## config.mk

```make
export PLATFORM = sky130hd
export DESIGN_NAME = text_overlay_engine
export DESIGN_NICKNAME = d
export VERILOG_FILES = /design/src/rtl/text_pkg.sv /design/src/rtl/alphabet_rom.sv /design/src/rtl/text_anim_ctrl.sv /design/src/rtl/text_overlay_engine.sv
export SDC_FILE = /design/constraint.sdc
export NUM_CORES = 1
export LEC_CHECK = 0
export ABC_AREA = 1
export CAP_MARGIN = 15
export CORE_MARGIN = 5
export CORE_UTILIZATION = 35
export CTS_BUF_LIST = sky130_fd_sc_hd__clkbuf_16
export DETAILED_ROUTE_END_ITERATION = 10
export PLACE_DENSITY = 0.5
export SKIP_LAST_GASP = 1
export SLEW_MARGIN = 0
export SYNTH_ARGS = -nofsm -noshare
export SYNTH_HDL_FRONTEND = slang
export SYNTH_MEMORY_MAX_BITS = 65536
export SYNTH_SLANG_ARGS = --single-unit
```

## constraint.sdc

```tcl
create_clock -name Clk -period 5.41 [get_ports Clk]
set_clock_uncertainty 0.1 [all_clocks]
set_input_delay 0.541 -clock Clk [delete_from_list [all_inputs] [get_ports Clk]]
set_output_delay 0.541 -clock Clk [all_outputs]
set_load 0.02 [all_outputs]
```

## src/rtl/text_pkg.sv

```systemverilog
// Shared types and constants for the text overlay engine: display modes,
// reveal FSM states, glyph cell geometry and alphabet_rom glyph codes.
package text_pkg;

  typedef enum logic [1:0] {
    STATIC     = 2'd0,
    TYPE       = 2'd1,
    BLINK      = 2'd2,
    TYPE_BLINK = 2'd3
  } mode_t;

  typedef enum logic [1:0] {
    IDLE   = 2'd0,
    REVEAL = 2'd1,
    HOLD   = 2'd2
  } anim_state_t;

  localparam int CHAR_W = 8;
  localparam int CHAR_H = 16;
  localparam int CODE_W = 6;

  localparam logic [CODE_W-1:0] G_BLANK = 6'd0;
  localparam logic [CODE_W-1:0] G_A = 6'd1;
  localparam logic [CODE_W-1:0] G_H = 6'd8;
  localparam logic [CODE_W-1:0] G_I = 6'd9;
  localparam logic [CODE_W-1:0] G_N = 6'd14;
  localparam logic [CODE_W-1:0] G_W = 6'd23;
  localparam logic [CODE_W-1:0] G_Z = 6'd26;

  function automatic logic is_type_mode(input mode_t m);
    return (m == TYPE) || (m == TYPE_BLINK);
  endfunction

endpackage

```

## src/rtl/alphabet_rom.sv

```systemverilog
// 8x16 glyph ROM, combinational read. addr = {glyph_code, row}; bit 7 of data
// is the leftmost pixel. Code 0 and codes above 26 are blank.
module alphabet_rom
  import text_pkg::*;
(
  input  logic [9:0] addr,
  output logic [7:0] data
);

  logic [127:0] glyph;
  logic [6:0]   base;

  always_comb begin
    glyph = '0;
    case (addr[9:4])
      6'd1:  glyph = 128'h00001038_6cc6c6fe_c6c6c6c6_00000000;
      6'd2:  glyph = 128'h0000fc66_66667c66_666666fc_00000000;
      6'd3:  glyph = 128'h00003c66_c2c0c0c0_c0c2663c_00000000;
      6'd4:  glyph = 128'h0000f86c_66666666_66666cf8_00000000;
      6'd5:  glyph = 128'h0000fe66_62687868_606266fe_00000000;
      6'd6:  glyph = 128'h0000fe66_62687868_606060f0_00000000;
      6'd7:  glyph = 128'h00003c66_c2c0c0de_c6c6663a_00000000;
      6'd8:  glyph = 128'h0000c6c6_c6c6fec6_c6c6c6c6_00000000;
      6'd9:  glyph = 128'h00003c18_18181818_1818183c_00000000;
      6'd10: glyph = 128'h00001e0c_0c0c0c0c_cccccc78_00000000;
      6'd11: glyph = 128'h0000e666_666c7878_6c6666e6_00000000;
      6'd12: glyph = 128'h0000f060_60606060_606266fe_00000000;
      6'd13: glyph = 128'h0000c6ee_fefed6c6_c6c6c6c6_00000000;
      6'd14: glyph = 128'h0000c6e6_f6fedece_c6c6c6c6_00000000;
      6'd15: glyph = 128'h00007cc6_c6c6c6c6_c6c6c67c_00000000;
      6'd16: glyph = 128'h0000fc66_66667c60_606060f0_00000000;
      6'd17: glyph = 128'h00007cc6_c6c6c6c6_c6d6de7c_0c0e0000;
      6'd18: glyph = 128'h0000fc66_66667c6c_666666e6_00000000;
      6'd19: glyph = 128'h00007cc6_c660380c_06c6c67c_00000000;
      6'd20: glyph = 128'h00007e7e_5a181818_1818183c_00000000;
      6'd21: glyph = 128'h0000c6c6_c6c6c6c6_c6c6c67c_00000000;
      6'd22: glyph = 128'h0000c6c6_c6c6c6c6_c66c3810_00000000;
      6'd23: glyph = 128'h0000c6c6_c6c6d6d6_d6feee6c_00000000;
      6'd24: glyph = 128'h0000c6c6_6c7c3838_7c6cc6c6_00000000;
      6'd25: glyph = 128'h00006666_66663c18_1818183c_00000000;
      6'd26: glyph = 128'h0000fec6_860c1830_60c2c6fe_00000000;
      default: glyph = '0;
    endcase
    // Row 0 sits in the top byte of the literal.
    base = {~addr[3:0], 3'b000};
    data = glyph[base +: 8];
  end

endmodule

```

## src/rtl/text_anim_ctrl.sv

```systemverilog
// Animation control: latches length/mode on start, runs the typewriter reveal
// FSM and the blink counter off frame_start, and produces busy/done.
module text_anim_ctrl
  import text_pkg::*;
#(
  parameter int LEN_W         = 5,
  parameter int FRAMES_PER_CH = 4,
  parameter int BLINK_FRAMES  = 30
) (
  input  logic             Clk,
  input  logic             Reset,
  input  logic             frame_start,
  input  logic             start,
  input  logic [LEN_W-1:0] start_len,
  input  mode_t            start_mode,
  output logic [LEN_W-1:0] len,
  output mode_t            mode,
  output logic [LEN_W-1:0] reveal_cnt,
  output logic             blink_phase,
  output logic             busy,
  output logic             done
);

  localparam int FC_W = (FRAMES_PER_CH > 1) ? $clog2(FRAMES_PER_CH) : 1;
  localparam int BC_W = (BLINK_FRAMES > 1) ? $clog2(BLINK_FRAMES) : 1;
  localparam logic [FC_W-1:0] FC_LAST = FC_W'(FRAMES_PER_CH - 1);
  localparam logic [BC_W-1:0] BC_LAST = BC_W'(BLINK_FRAMES - 1);

  anim_state_t      state;
  logic [FC_W-1:0]  frame_cnt;
  logic [BC_W-1:0]  blink_cnt;
  logic [LEN_W-1:0] reveal_nxt;
  logic             blink_en;

  assign reveal_nxt = reveal_cnt + LEN_W'(1);
  // TYPE_BLINK holds the phase on until the reveal has finished.
  assign blink_en   = (mode == BLINK) || ((mode == TYPE_BLINK) && (state == HOLD));

  // NOTE: every flop here is assigned with <= so all of them see the same
  // pre-edge values; blocking writes would make later reads see new state.
  always_ff @(posedge Clk) begin
    done <= 1'b0;
    if (Reset) begin
      state       <= IDLE;
      len         <= '0;
      mode        <= STATIC;
      reveal_cnt  <= '0;
      frame_cnt   <= '0;
      blink_cnt   <= '0;
      blink_phase <= 1'b0;
      busy        <= 1'b0;
    end else if (start) begin
      len         <= start_len;
      mode        <= start_mode;
      frame_cnt   <= '0;
      blink_cnt   <= '0;
      blink_phase <= 1'b1;
      if (is_type_mode(start_mode)) begin
        reveal_cnt <= '0;
        if (start_len != '0) begin
          state <= REVEAL;
          busy  <= 1'b1;
        end else begin
          state <= HOLD;
          busy  <= 1'b0;
          done  <= 1'b1;
        end
      end else begin
        reveal_cnt <= start_len;
        state      <= HOLD;
        busy       <= 1'b0;
      end
    end else if (frame_start) begin
      if (state == REVEAL) begin
        if (frame_cnt == FC_LAST) begin
          frame_cnt  <= '0;
          reveal_cnt <= reveal_nxt;
          if (reveal_nxt == len) begin
            state <= HOLD;
            busy  <= 1'b0;
            done  <= 1'b1;
          end
        end else begin
          frame_cnt <= frame_cnt + FC_W'(1);
        end
      end
      if (blink_en) begin
        if (blink_cnt == BC_LAST) begin
          blink_cnt   <= '0;
          blink_phase <= ~blink_phase;
        end else begin
          blink_cnt <= blink_cnt + BC_W'(1);
        end
      end
    end
  end

endmodule

```

## src/rtl/text_overlay_engine.sv

```systemverilog
// Scaled text sprite renderer: string buffer, box geometry and a 2-stage
// pixel pipeline (address/visibility, then ROM bit select) driving is_text.
module text_overlay_engine
  import text_pkg::*;
#(
  parameter int                MAX_CHARS     = 16,
  parameter int                SCALE         = 7,
  parameter int                GAP           = 6,
  parameter int                FRAMES_PER_CH = 4,
  parameter int                BLINK_FRAMES  = 30,
  parameter logic [CODE_W-1:0] BLANK_CODE    = '0,
  localparam int               IDX_W         = $clog2(MAX_CHARS),
  localparam int               LEN_W         = IDX_W + 1
) (
  input  logic              Clk,
  input  logic              Reset,
  input  logic              frame_start,
  input  logic [9:0]        DrawX,
  input  logic [9:0]        DrawY,
  input  logic              wr_en,
  input  logic [IDX_W-1:0]  wr_idx,
  input  logic [CODE_W-1:0] wr_code,
  input  logic              start,
  input  logic [LEN_W-1:0]  cfg_len,
  input  logic [9:0]        cfg_x,
  input  logic [9:0]        cfg_y,
  input  mode_t             cfg_mode,
  output logic              is_text,
  output logic              busy,
  output logic              done
);

  localparam int GLYPH_W = CHAR_W * SCALE;
  localparam int GLYPH_H = CHAR_H * SCALE;
  localparam int PITCH   = GLYPH_W + GAP;

  logic [CODE_W-1:0] buffer [MAX_CHARS];
  logic [9:0]        x_q, y_q;
  logic [LEN_W-1:0]  start_len, len_q, reveal_cnt;
  mode_t             mode_q;
  logic              blink_phase;

  assign start_len = (cfg_len > LEN_W'(MAX_CHARS)) ? LEN_W'(MAX_CHARS) : cfg_len;

  text_anim_ctrl #(
    .LEN_W        (LEN_W),
    .FRAMES_PER_CH(FRAMES_PER_CH),
    .BLINK_FRAMES (BLINK_FRAMES)
  ) u_anim (
    .Clk        (Clk),
    .Reset      (Reset),
    .frame_start(frame_start),
    .start      (start),
    .start_len  (start_len),
    .start_mode (cfg_mode),
    .len        (len_q),
    .mode       (mode_q),
    .reveal_cnt (reveal_cnt),
    .blink_phase(blink_phase),
    .busy       (busy),
    .done       (done)
  );

  // NOTE: the buffer is a small register file, not a RAM macro, so it can and
  // does take the synchronous reset; a block RAM could not be cleared this way.
  always_ff @(posedge Clk) begin
    if (Reset) begin
      for (int i = 0; i < MAX_CHARS; i++) buffer[i] <= BLANK_CODE;
      x_q <= '0;
      y_q <= '0;
    end else begin
      if (wr_en) buffer[wr_idx] <= wr_code;
      if (start) begin
        x_q <= cfg_x;
        y_q <= cfg_y;
      end
    end
  end

  logic [10:0]      dx, dy;
  logic [9:0]       dx_u, dy_u, ci, r;
  logic [15:0]      box_w;
  logic [2:0]       col;
  logic [3:0]       row;
  logic             in_box, in_glyph, revealed, vis;
  logic [IDX_W-1:0] ci_idx;

  // NOTE: every signal gets a value on every path (defaults, full case) so
  // this block stays purely combinational and infers no latches.
  always_comb begin
    dx       = {1'b0, DrawX} - {1'b0, x_q};
    dy       = {1'b0, DrawY} - {1'b0, y_q};
    dx_u     = dx[9:0];
    dy_u     = dy[9:0];
    box_w    = 16'(len_q * PITCH);
    ci       = 10'(dx_u / PITCH);
    r        = 10'(dx_u % PITCH);
    col      = 3'(r / SCALE);
    row      = 4'(dy_u / SCALE);
    in_box   = !dx[10] && !dy[10] && ({6'd0, dx_u} < box_w) && (dy_u < 10'(GLYPH_H));
    in_glyph = in_box && (r < 10'(GLYPH_W));
    revealed = ci < 10'(reveal_cnt);
    ci_idx   = in_box ? ci[IDX_W-1:0] : '0;
    vis      = 1'b0;
    case (mode_q)
      STATIC:  vis = in_glyph;
      TYPE:    vis = in_glyph && revealed;
      BLINK:   vis = in_glyph && blink_phase;
      default: vis = in_glyph && revealed && blink_phase;
    endcase
  end

  logic [9:0] addr_q;
  logic [2:0] col_q;
  logic       vis_q;
  logic [7:0] rom_data;

  alphabet_rom u_rom (
    .addr(addr_q),
    .data(rom_data)
  );

  always_ff @(posedge Clk) begin
    if (Reset) begin
      addr_q  <= '0;
      col_q   <= '0;
      vis_q   <= 1'b0;
      is_text <= 1'b0;
    end else begin
      addr_q  <= {buffer[ci_idx], row};
      col_q   <= col;
      vis_q   <= vis;
      is_text <= vis_q && rom_data[3'd7 - col_q];
    end
  end

endmodule

```

== After elaboration in Yosys (flattened, before gate mapping) ==
Memory sizes are Yosys's and may differ from the RTL's. A register that Yosys moved wholly into a read port is not among the register bits.
Index checks and enable logic that the tools add are counted.
Storage, ports and cells
  logic and storage cells: 121
  bits of input ports: 62
  register bits: 59
  ROM bits: 2400
  output and inout bits: 3
  memories kept: 2
  bits in writable memories: 96
Memories
  (name not given): words 32, bits a word 75, read ports 1, clocked after Yosys merged registers in 0, write ports 0, line alphabet_rom.sv:15  | case (addr[9:4])
  buffer: words 16, bits a word 6, read ports 1, clocked after Yosys merged registers in 1, write ports 16, line text_overlay_engine.sv:37  | logic [CODE_W-1:0] buffer [MAX_CHARS];
Operators by class
  multiplexer cells: 46
  $add $sub $neg: 6
  multipliers: 1
  bitwise logic cells: 2
  div/mod/pow operators: 4
  reduce and logical (&&, ||, !) cells: 28
  shift-type cells: 1
  $lt $le $gt $ge: 6
  equality and inequality tests: 10
Operators with widths (count)
  $mux 128: 1
  $shiftx 128x8->8: 1
  $div 10x3->32 const B: 2
  $mux 5: 7
  $div 10x6->32 const B: 1
  $mod 10x6->32 const B: 1
  $mux 1: 25
  $sub 10x10->11: 2
  $mux 2: 8
  $reduce_bool 2->1: 6
  $lt 10x11->1: 1
  $add 5x1->5 const B: 2
  $eq 2x2->1 const B: 5
  $lt 10x5->1: 1
  $lt 10x6->1 const B: 1
  $lt 10x7->1 const B: 1
  $mul 5x5->10 const B: 1
  $logic_and 1x1->1: 9
  $mux 4: 2
  $eq 2x1->1 const B: 3
  $mux 6: 1
  $reduce_and 3->1: 2
  $reduce_or 6->1: 1
  $eq 5x5->1: 1
  other kinds (16): 19

== Longest topological paths before layout ==
Gate-level depths: netlist of run 1.
  depth after elaboration: 9
  mapped depth: 59
  gate-level depth less buffers: 59

== Modules after synthesis ==
From an unflattened synthesis of run 1, not the netlist that was laid out.
Second synthesis, totals
  cell total of the unflattened synthesis: 1791
  area total of the unflattened synthesis: 12368.1 um2
Modules (own cells, without submodules)
  text_overlay_engine: cells an instance 1157, times used 1, seq. area each 3583.4 um2, area each 9043.7 um2
  alphabet_rom: cells an instance 478, times used 1, seq. area each 0.0 um2, area each 2173.3 um2
  text_anim_ctrl: cells an instance 156, times used 1, seq. area each 460.4 um2, area each 1151.1 um2

== Worst setup path before layout of run 1 ==
OpenSTA, ideal clock, no wires.
  path kind: flip-flop to flip-flop
  from: register u_anim.len[2]
  to: register addr_q[4], read port of buffer
  cell stages (with the launch flop): 24
  setup slack: -0.404 ns
  library setup time: 0.070 ns
  path buffers: 1
  clock period less this slack: 5.814 ns
  required time: 5.240 ns
  arrival: 5.644 ns
  cell sequence: dfxtp_1 fa_1 fa_1 inv_1 fa_1 inv_1 ha_1 a21oi_1 nand2_1 xnor2_1 ha_1 a21oi_1 o221ai_1 a31oi_1 nand2_1 maj3_1 a2111oi_0 nand2_1 inv_1 clkbuf_1 o21ai_0 o221ai_1 o211ai_1 a21oi_1
On the way
  word-level cells in the longest chain between the ends: 5
Ends and longest elaborated chain
  from (decl): line text_anim_ctrl.sv:16  | output logic [LEN_W-1:0] len,
  from (signal assigned): line text_anim_ctrl.sv:53  | len <= start_len;
  $mul 5x5->10: line text_overlay_engine.sv:95  | box_w = 16'(len_q * PITCH);
  $lt 10x11->1: line text_overlay_engine.sv:100  | in_box = !dx[10] && !dy[10] && ({6'd0, dx_u} < box_w) && (dy_u < 10'(GLYPH_H));
  $logic_and 1x1->1 (2 in series): line text_overlay_engine.sv:100
  $mux 4: line text_overlay_engine.sv:103  | ci_idx = in_box ? ci[IDX_W-1:0] : '0;
  to (decl): line text_overlay_engine.sv:113  | logic [9:0] addr_q;
No other way between the ends.
A chain may end at the register's enable or synchronous reset.

== Final worst setup path of run 1 ==
  from: input DrawX[2]
  to: register col_q[0]
On the way
  word-level cells in the longest chain between the ends: 3
Ends and longest elaborated chain
  from (decl): line text_overlay_engine.sv:18  | input logic [9:0] DrawX,
  $sub 10x10->11: line text_overlay_engine.sv:91  | dx = {1'b0, DrawX} - {1'b0, x_q};
  $mod 10x6->32: line text_overlay_engine.sv:97  | r = 10'(dx_u % PITCH);
  $div 10x3->32: line text_overlay_engine.sv:98  | col = 3'(r / SCALE);
  to (signal assigned): line text_overlay_engine.sv:131  | col_q <= col;
  to (decl): line text_overlay_engine.sv:114  | logic [2:0] col_q;
No other way between the ends.

==> results_dict.tcl, run 1 <==
set metrics [dict create \
    status "complete, but fails checks" \
    violations "negative setup slack" \
    stdcell_area_um2 16600 \
    fillers 3469 \
    hpwl_um 29000 \
    numCtsBuffers 17 \
    drt.antenna.violating_nets 0 \
    synthToLayoutAreaGrowth_pct 36.4 \
    cp.arrival_ns 5.87 \
    clk-insertion-delay-late_ns 0.44 \
    cts_tree "built" \
    finalPower_mw 8.61 \
    post-place-ws_ns -0.949 \
    slowest_delay_ns 0.51 \
    hold_class "reg2reg" \
    drt_iter0_drc 871 \
    num_rows 68 \
    worst_pin_slew_ns 0.828 \
    hold_violations 0 \
    ys.flop_type "edfxtp_1" \
    p_sw_mw 3.99 \
    critPathRequiredTime_ns 5.64 \
    power_frac_comb 0.693 \
    synth_common_cells "285 x nand2_1, 255 x nor2_1, 203 x inv_1, 132 x o21ai_0" \
    gp_congestion 0.983 \
    internal_power_mw 4.62 \
    fp.dieH_um 196 \
    min_period_ns 5.64 \
    p_clk_frac 0.141 \
    critical_path_class "in2reg" \
    post-synth-top-count-cell "nand2_1" \
    drt-total-wl_um 40700 \
    route.met2.wl_um 18700 \
    synth_seq_cells 154 \
    fin_cells 2397 \
    slowest_stage "clkdlybuf4s50_1" \
    powerDensity_nw_per_um2 520 \
    cp-end-kind "flip-flop" \
    grt_pass1_wl_um 64600 \
    fin_util 0.482 \
    setup_viol_count_final 8 \
    clk_pin_slew_ns 0.06 \
    dp.cells 2308 \
    synth_cell_types 60 \
    vias 12463 \
    clk_path_buf_depth 2 \
    netlist.area_leader.share 0.237 \
    irDropWorstVdd_mv 0.633 \
    grt_antenna_before_repair 0 \
    slew_viol_final 0 \
    slew_headroom 0.447 \
    insertedDiodeCount 0 \
    core-area_um2 34400 \
    htree_levels 4 \
    die_area_um2 38500 \
    start_kind "input port" \
    ios 65 \
    maxCapViolCount 0 \
    synthesis.area_um2 12100 \
    ys_warn_count 0 \
    nets 2065 \
    vias_per_cell 5.20 \
    syn_inst 1674 \
    fmax_mhz 177 \
    seq_area_frac_synth 0.333 \
    yosysTopAreaCell "edfxtp_1" \
    start_util 0.353 \
    wl_met3_um 1960 \
    grt_usage 0.206 \
    cts_root_buf "clkbuf_16" \
    p_leak_nw 7.27 \
    final.setup.tns_ns -1.26 \
    setup_ws_ns -0.229 \
    io_buffers 64 \
    grt_max_degree 47 \
    die_w_um 196 \
    path_common_cell "nand2_1" \
    synth-edff-count 96 \
    yosys-top-cells-area "edfxtp_1 24%, dfxtp_1 9.6%, nand2_1 8.8%" \
    first_global_vias 12210 \
    rsz0062_at_grt "yes" \
    drt-met1-wl_um 18700 \
    drcViolationCount 0 \
    seq_power_share 0.166 \
    cp_max_fo 5 \
    hold_buffers 0 \
    placed_cell_area_um2 14600 \
    grt_overflow 0 \
    syn_area_per_cell_um2 7.25 \
    drt_pre_antenna_iters 7 \
    postSynth.asyncResetShare 0 \
    routed.top_layer "met4" \
    routedWlPerCell_um 17.0 \
    fin_crit_sh 1.04 \
    final_layout_size_suffix_gt1_frac 0.274 \
    syn-num-nets 1810 \
    clock-sinks 154 \
    swShare 0.463 \
    worst_hold_slack_ns 0.345 \
]
[what timing repair did]
| item | 4_1_cts | 5_1_grt |
|---|---|---|
| setup endpoints to repair | 10 | 11 |
| pin swaps | 65 | 130 |
| buffers inserted | 35 | 25 |
| cloned | 3 | 0 |
| gates resized for setup | 99 | 148 |
[cells by family after synthesis]
kind of cell	Yosys count	synth area share
AOI/OAI and AO/OA	359	0.177
DFF	154	0.333
adders and majority gates	75	0.0833
xor gates and xnor gates	34	0.0267
buffers and inverters	283	0.0887
and+or+nand+nor	769	0.291
[registers in the layout, summed over array words and instances (netlist names), 2 cells and up]
signal	count
buffer	96
addr_q	10
x_q	10
y_q	10
u_anim.blink_cnt	5
u_anim.len	5
u_anim.reveal_cnt	5
col_q	3
u_anim.frame_cnt	2
u_anim.mode	2
[worst paths after layout]
path              startpoint  endpoint  slack, ns  cells past startpoint
setup reg to reg      x_q[0]  col_q[0]      -0.22                     51
setup / recovery    DrawX[2]  col_q[0]      -0.23                     49
hold reg to reg     col_q[2]   is_text       0.35                      1
hold / removal      col_q[2]   is_text       0.35                      1
[power groups by stage]
stage | clock network, mW | logic (mW) | registers (mW)
final | 1.22 | 5.97 | 1.43
after global routing | 1.28 | 6.56 | 1.44
after CTS | 1.23 | 5.25 | 1.42
after detailed placement | 0 | 4.82 | 1.45
after global placement | 0 | 4.80 | 1.45
after floorplan | 0 | 3.09 | 1.40
[worst max-delay path, delay by kind of cell]
family / cells / cell delay (ns)
compound gates: 2 / 0.41
fa+ha+maj: 3 / 0.63
buf+inv: 6 / 0.93
simple gates: 38 / 3.33
[layout make-up]
type                    count  area [um2]  share of cell area
clock buffers              17         425              0.0257
multi-input cells        1237        7980               0.482
inverters                 224         872              0.0527
repair buffers            295        2490               0.151
flip-flops and latches    154        4050               0.245
well taps                 455         569              0.0344
clock inverters            15         165             0.00997
[per-layer routing]
layer  vias to the layer above  track usage
li1                       6200            -
met1                      5796        0.286
met2                       371        0.334
met3                        96       0.0263
met4                         0       0.0685
met5                         -            0
[layout by cell type (no fill, tap or decap), drive strengths merged, types with 17 or more instances in the layout]
cell type,netlist,routed
a21oi,100,100
buf,5,232
clkbuf,54,17
clkdlybuf4s50,0,56
dfxtp,58,58
edfxtp,96,96
ha,64,64
inv,217,225
nand2,322,322
nand3,114,114
nand4,40,40
nor2,269,269
o211ai,25,25
o21ai,143,143
o22ai,19,19
xor2,27,27
(Power assumes the default switching activity.)
==> run 2, diff against run 1 <==
--- a/config.mk
+++ b/config.mk
@@ -7,7 +7,7 @@
 export LEC_CHECK = 0
 export ABC_AREA = 1
 export CAP_MARGIN = 15
-export CORE_MARGIN = 5
+export CORE_MARGIN = 3
 export CORE_UTILIZATION = 35
 export CTS_BUF_LIST = sky130_fd_sc_hd__clkbuf_16
 export DETAILED_ROUTE_END_ITERATION = 10
==> run 2 against run 1 <==
  * The run still ends with negative setup slack left
  * Die area shrank 4.0%
  * First-iteration DRC count increased by 8.4%
  * Clock-buffer cell count did not move
  * Critical path type is now reg2reg
==> results_dict.tcl, run 2 (synthesized netlist as in run 1, its figures left out) <==
set metrics [dict create \
    drt_pre_antenna_iters 7 \
    vias 12512 \
    die_area_um2 37000 \
    p_leak_nw 7.24 \
    cts_root_buf "clkbuf_16" \
    cp-end-kind "flip-flop" \
    placed_cell_area_um2 14500 \
    critical_path_class "reg2reg" \
    worst_pin_slew_ns 0.801 \
    hold_class "reg2reg" \
    layout_common_cells "245 x nor2_1, 236 x nand2_1, 197 x buf_4" \
    hold_start "col_q[2]" \
    numCtsBuffers 17 \
    hold_violations 0 \
    post-place-ws_ns -0.946 \
    fin_crit_sh 1.03 \
    die_w_um 192 \
    start_util 0.358 \
    layout_commonest_cell "nor2_1" \
    largest_register_ffs 96 \
    clock-sinks 154 \
    status "complete, but fails checks" \
    start_kind "flip-flop" \
    clk-insertion-delay-late_ns 0.43 \
    maxCapViolCount 0 \
    final_layout_size_suffix_gt1_frac 0.261 \
    grt_overflow 0 \
    hpwl_um 29000 \
    ios 65 \
    finalPower_mw 8.41 \
    num_rows 67 \
    cp.arrival_ns 5.81 \
    drt_iter0_drc 944 \
    grt_antenna_before_repair 0 \
    cts_tree "built" \
    grt_max_degree 47 \
    setup_viol_count_final 7 \
    drt.antenna.violating_nets 0 \
    r2r_start "u_anim.len[2]" \
    insertedDiodeCount 0 \
    critPathRequiredTime_ns 5.66 \
    fillers 3403 \
    irDropWorstVdd_mv 0.564 \
    ff_latch_area_um2 4050 \
    rsz0062_at_grt "yes" \
    routedWlPerCell_um 17.3 \
    slew_viol_final 0 \
    grt_pass1_wl_um 62800 \
    path_delay_family "adder cells" \
    vias_per_cell 5.26 \
    regMostFlops "buffer" \
    nets 2052 \
    violations "negative setup slack" \
    grt_usage 0.215 \
    clk_pin_slew_ns 0.07 \
    synthToLayoutAreaGrowth_pct 35.4 \
    fmax_mhz 180 \
    drt-total-wl_um 41100 \
    setup_ws_ns -0.158 \
    multiInputGateArea_um2 7830 \
    fp.dieH_um 192 \
    drcViolationCount 0 \
    io_buffers 64 \
    first_global_vias 11796 \
    clk_path_buf_depth 2 \
    powerDensity_nw_per_um2 512 \
    gp_congestion 0.941 \
    slew_headroom 0.465 \
    path_common_cell "fa_1" \
    cp_max_fo 6 \
    htree_levels 4 \
    cp.buffers_inverters 7 \
    slowest_stage "fa_1" \
    core-area_um2 33900 \
    crit_start "u_anim.len[2]" \
    slowest_delay_ns 0.53 \
    stdcell_area_um2 16400 \
    min_period_ns 5.57 \
]
[run 2: metrics by stage]
stage                     setup TNS [ns]   util  hold WS, ns  instances
after floorplan                  -0.0850      -        0.316       1674
after global placement             -6.72  0.429        0.335       2297
after detailed placement           -7.42  0.429        0.348       2297
after CTS                         -0.992  0.465        0.351       2358
after global routing               -3.21  0.485        0.362       2377
final                             -0.754  0.485        0.339       2377
[run 2: worst paths after layout]
kind	to	slack [ns]	cells after the start
max	addr_q[6]	-0.16	26
min	is_text	0.34	1
max reg2reg	addr_q[6]	-0.16	26
min reg2reg	is_text	0.34	1
[run 2: area by class of cell]
type | instances | share of cell area
well taps | 448 | 0.0341
multi-input cells | 1237 | 0.476
inverters | 224 | 0.0533
repair buffers | 282 | 0.154
flip-flops and latches | 154 | 0.246
clock inverters | 15 | 0.0106
clock buffers | 17 | 0.0259
[run 2: routing by layer]
layer	wire length (um)	global-route usage	up-vias
met3	2210	0.0281	86
met1	18800	0.301	5842
met2	19000	0.347	400
li1	-	-	6184
met4	1080	0.0625	0
met5	0	0	-
[run 2: power by group]
part	internal (mW)	leakage [nW]	switching [mW]	total [mW]
Combinational	2.50	5.55	3.28	5.78
Sequential	1.34	1.40	0.0728	1.41
Clock	0.661	0.290	0.559	1.22
Total	4.50	7.24	3.92	8.41
[run 2: timing repair]
action                                  4_1_cts  5_1_grt
pin swaps                                    61      100
gates resized for setup                     102      118
hold buffers                                  0        0
cloned                                        2        6
endpoints found under the setup margin       10       11
setup buffers                                27       15
